[src/rtl/stream_delay_line.sv]
// Multichannel streaming delay line: DEPTH-beat delay with fill tracking, flush and valid strobe.
// Optional per-lane running sum of the stored samples when STREAM_DELAY_SUM_EN is defined.
module stream_delay_line #(
    parameter int WIDTH    = 8,
    parameter int DEPTH    = 2,
    parameter int CHANNELS = 1,
    parameter int CNT_W    = $clog2(DEPTH + 1)
) (
    input  logic                          clk,
    input  logic                          rst,
    input  logic                          i_valid,
    input  logic [CHANNELS*WIDTH-1:0]     i_data,
    input  logic                          i_flush,
    output logic [CHANNELS*WIDTH-1:0]     o_data,
    output logic                          o_valid,
    output logic [CNT_W-1:0]              o_fill
`ifdef STREAM_DELAY_SUM_EN
    ,
    output logic [CHANNELS*(WIDTH+CNT_W)-1:0] o_sum
`endif
);

    localparam int               DW       = CHANNELS * WIDTH;
    localparam logic [CNT_W-1:0] FILL_MAX = CNT_W'(DEPTH);

    logic [DW-1:0]    r_stage [DEPTH];
    logic [DW-1:0]    r_data;
    logic             r_valid;
    logic [CNT_W-1:0] r_fill;
    logic             w_full;

    assign w_full  = (r_fill == FILL_MAX);
    assign o_data  = r_data;
    assign o_valid = r_valid;
    assign o_fill  = r_fill;

    always_ff @(posedge clk or posedge rst) begin
        if (rst) begin
            for (int k = 0; k < DEPTH; k++) r_stage[k] <= '0;
            r_data  <= '0;
            r_valid <= 1'b0;
            r_fill  <= '0;
        end else if (i_flush) begin
            // Flush wipes old contents; a coincident beat becomes the new beat 0.
            for (int k = 0; k < DEPTH; k++) r_stage[k] <= '0;
            r_valid <= 1'b0;
            if (i_valid) begin
                r_stage[0] <= i_data;
                r_fill     <= CNT_W'(1);
            end else begin
                r_fill     <= '0;
            end
        end else if (i_valid) begin
            r_data     <= r_stage[DEPTH-1];
            r_valid    <= w_full;
            r_stage[0] <= i_data;
            for (int k = 1; k < DEPTH; k++) r_stage[k] <= r_stage[k-1];
            if (!w_full) r_fill <= r_fill + 1'b1;
        end else begin
            r_valid <= 1'b0;
        end
    end

`ifdef STREAM_DELAY_SUM_EN
    localparam int SW = WIDTH + CNT_W;

    logic [CHANNELS*SW-1:0] r_sum;
    logic [CHANNELS*SW-1:0] w_sum_step;
    logic [CHANNELS*SW-1:0] w_sum_load;

    // Modular add/subtract is exact: the true sum is non-negative and fits in SW bits.
    always_comb begin
        w_sum_step = '0;
        w_sum_load = '0;
        for (int c = 0; c < CHANNELS; c++) begin
            w_sum_step[c*SW +: SW] = r_sum[c*SW +: SW]
                                   + SW'(i_data[c*WIDTH +: WIDTH])
                                   - SW'(r_stage[DEPTH-1][c*WIDTH +: WIDTH]);
            w_sum_load[c*SW +: SW] = SW'(i_data[c*WIDTH +: WIDTH]);
        end
    end

    always_ff @(posedge clk or posedge rst) begin
        if (rst) begin
            r_sum <= '0;
        end else if (i_flush) begin
            r_sum <= i_valid ? w_sum_load : '0;
        end else if (i_valid) begin
            r_sum <= w_sum_step;
        end
    end

    assign o_sum = r_sum;
`endif

endmodule

[config.mk]
export PLATFORM = sky130hd
export DESIGN_NAME = stream_delay_line
export DESIGN_NICKNAME = d
export VERILOG_FILES = /design/src/rtl/stream_delay_line.sv
export SDC_FILE = /design/constraint.sdc
export NUM_CORES = 1
export LEC_CHECK = 0
export CORE_MARGIN = 5
export CORE_UTILIZATION = 40
export DETAILED_ROUTE_END_ITERATION = 8
export GPL_ROUTABILITY_DRIVEN = 0
export GPL_TIMING_DRIVEN = 1
export PLACE_DENSITY = 0.63
export SYNTH_ARGS = -nofsm -noshare
export SYNTH_HDL_FRONTEND = slang
export SYNTH_SLANG_ARGS = --single-unit
[constraint.sdc]
create_clock -name clk -period 3.25 [get_ports clk]
set_input_delay 0.65 -clock clk [delete_from_list [all_inputs] [get_ports clk]]
set_output_delay 0.65 -clock clk [all_outputs]
set_load 0.05 [all_outputs]
==> flow_summary.toml <==
[critical_path]
crit_end = "o_fill[0]"
r2r-end = "o_fill[0]"
critPathLaunch = "o_fill[0]"
start_kind = "flip-flop"
cp_slowest_stage_delay_ps = 820
cp-end-kind = "output pin"
worst-path-stages = 1
ff2ff_path_depth = 4
path_buf_inv = 1
critPathSlowestCell = "clkdlybuf4s50_1"
path_max_fanout = 4
r2r-start = "o_fill[0]"
arrival_ps = 1550
crit_chain = "clkdlybuf4s50_1"
r2r_slack_ps = 2010
critPathRequiredTime_ps = 2600
critPathTopFamily = "buffers and inverters"
path_class = "reg2out"

[timing]
min_period_ps = 2200
maxSlewViolCount = 0
finalSetupViolCount = 0
rsz0062_at_grt = "false"
clock.fmax_mhz = 454
period_share_pct = 67.8
worst_pin_slew_ps = 504
skew_ps = 3.77
hold_violations = 0
tns_ps = 0
maxSlewHeadroom_pct = 66.3

[place]
hpwl_mm = 1.37
placed_cell_area_mm2 = 0.00139
portBuffers = 22

[logic_synthesis]
yosysSeqAreaShare_pct = 58.4
synth-edff-count = 0
syn_inst = 92
ys_ff_latch = 27
synth_top_area_cell = "dfrtp_1"
synth_area_leaders = "dfrtp_1 (58%), mux2_4 (10%), mux2i_1 (6.9%), nand2b_1 (4.3%), o21ai_0 (3.0%)"
avgSynthCellArea_um2 = 12.6
yosys_most_used_dff = "dfrtp_1"
synth_cell_types = 19
synth_nets = 105
ys.warnings.count = 0
async_flop_share_pct = 100
synth_top_area_share_pct = 58.4
synth_common_cells = "dfrtp_1 (27), nor2_1 (9), mux2_4 (8), mux2i_1 (8), nand2b_1 (8)"
yosysMostFrequentCell = "dfrtp_1"
synth_area_mm2 = 0.00116

[hold_path]
hold_class = "reg2reg"
worstHoldPathCells = 1

[finish]
nNetsFinal = 129
diodes = 0
design_area_mm2 = 0.00142
drive_gt1_share_pct = 13.0
area_growth_pct = 22.7

[global_routing]
grt_pass1_wl_mm = 3.51
grt_max_degree = 28
overflow = 0
first_global_vias = 765
antenna_found_initial = 0
grt_use_total_pct = 10.8

[routing]
vias_per_cell = 4.84
drcViolationCount = 0
drt_wl_total_mm = 1.93
detail-route-antenna-nets = 0
drt_iter0_drc = 3
num_vias = 707
wl_per_cell_um = 13.2
drtPass1Iterations = 2

[floorplan]
std_cell_rows = 19
die_area_mm2 = 0.00407
io_pins = 23
die_w_um = 63.8
start_util_pct = 41.9
coreArea_mm2 = 0.00276
dieHeight_um = 63.8

[pwr]
vdd_drop_max_uv = 237
power.leakage_nw = 0.681
powerDensity_mw_per_mm2 = 461

[clock_tree]
clk_latency_ps = 310
cts.path.max_buffers = 2
clk_pin_slew_ps = 140
cts.sinks = 27
cts_buffers = 3
cts.root.buffer_cell = "clkbuf_4"
post_cts_buffers = 0
cts_tree = "done"
ctsResizeCount = 0
ctsHoldBuffers = 0
htreeDepth = 1

[run]
cap_viol_max_count = 0

[status]
status = "finished, final reports clean"
[kinds of logic (layout without fill, tap and decap cells)]
family,count (synthesis),after routing,synth area share [%]
flip-flops,27,27,58.4
AND/OR/NAND/NOR,27,27,12.0
multiplexers,16,16,17.3
AO/OA/AOI/OAI,11,11,5.95
buffers and inverters,10,33,5.19
adder cells (fa/ha/maj),1,1,1.08
[where the power goes]
group	leakage [nW]	internal, mW	switching, mW
registers	0.357	0.359	0.0144
logic	0.310	0.0626	0.0793
clock network	0.0150	0.0479	0.0909
[cell type report]
cell class,count,area (um^2)
timing repair buffer,25,243
fill,258,1340
multi-input combinational,55,420
tap,31,38.8
clock buffer,4,26.3
sequential,27,676
inverter,4,15.0
[worst min path at each step]
stage / start / to / slack, ps
3_5_place_dp: r_stage[15] / r_stage[15] / 490
3_3_place_gp: r_stage[3] / o_data[3] / 490
6_report: r_stage[3] / o_data[3] / 520
4_1_cts: r_stage[1] / o_data[1] / 530
2_1_floorplan: r_stage[15] / r_stage[15] / 470
5_1_grt: r_stage[6] / o_data[6] / 550
[per-layer routing]
metal / track usage (%) / wire length [um] / share of wire [%]
met4: 5.45 / 38 / 2.0
met2: 17.9 / 980 / 51
met3: 2.10 / 43 / 2.2
met5: 0 / 0 / 0
met1: 13.5 / 869 / 45
[per-stage QoR]
stage / setup slack, ps / std cells / hold WS (ps) / util (%) / power, mW
floorplan: 1790 / 92 / 466 / - / 0.476
global placement: 1220 / 142 / 488 / 50.5 / 0.521
detailed placement: 1190 / 142 / 493 / 50.5 / 0.525
CTS: 1040 / 146 / 528 / 51.5 / 0.662
global route: 999 / 146 / 547 / 51.5 / 0.690
finish: 1050 / 146 / 520 / 51.5 / 0.655
[cell usage in the layout, fill, tap and decap left out]
cell             instances
and2_1                   1
a211oi_1                 1
nand2b_1                 8
ha_1                     1
nor2b_4                  1
and3b_1                  1
clkbuf_4                 3
mux2i_1                  8
clkdlybuf4s50_1         22
clkbuf_1                 1
buf_4                    3
a32o_1                   1
nand2_1                  7
o21ai_0                  7
a22o_1                   1
nor2_1                   9
inv_1                    4
o21bai_1                 1
mux2_4                   8
dfrtp_1                 27
[sequential cells by signal, indices dropped and copies added, names as in the netlist]
register and cells:
o_valid 1, r_stage 16, o_fill 2, o_data 8
[worst reg2reg max path, stage by stage (launching register included)]
cell,delay (ps)
dfrtp_1,420
inv_1,60
ha_1,230
nand2b_1,170
a32o_1,270
No activity file was read; power rests on OpenSTA's default activity.
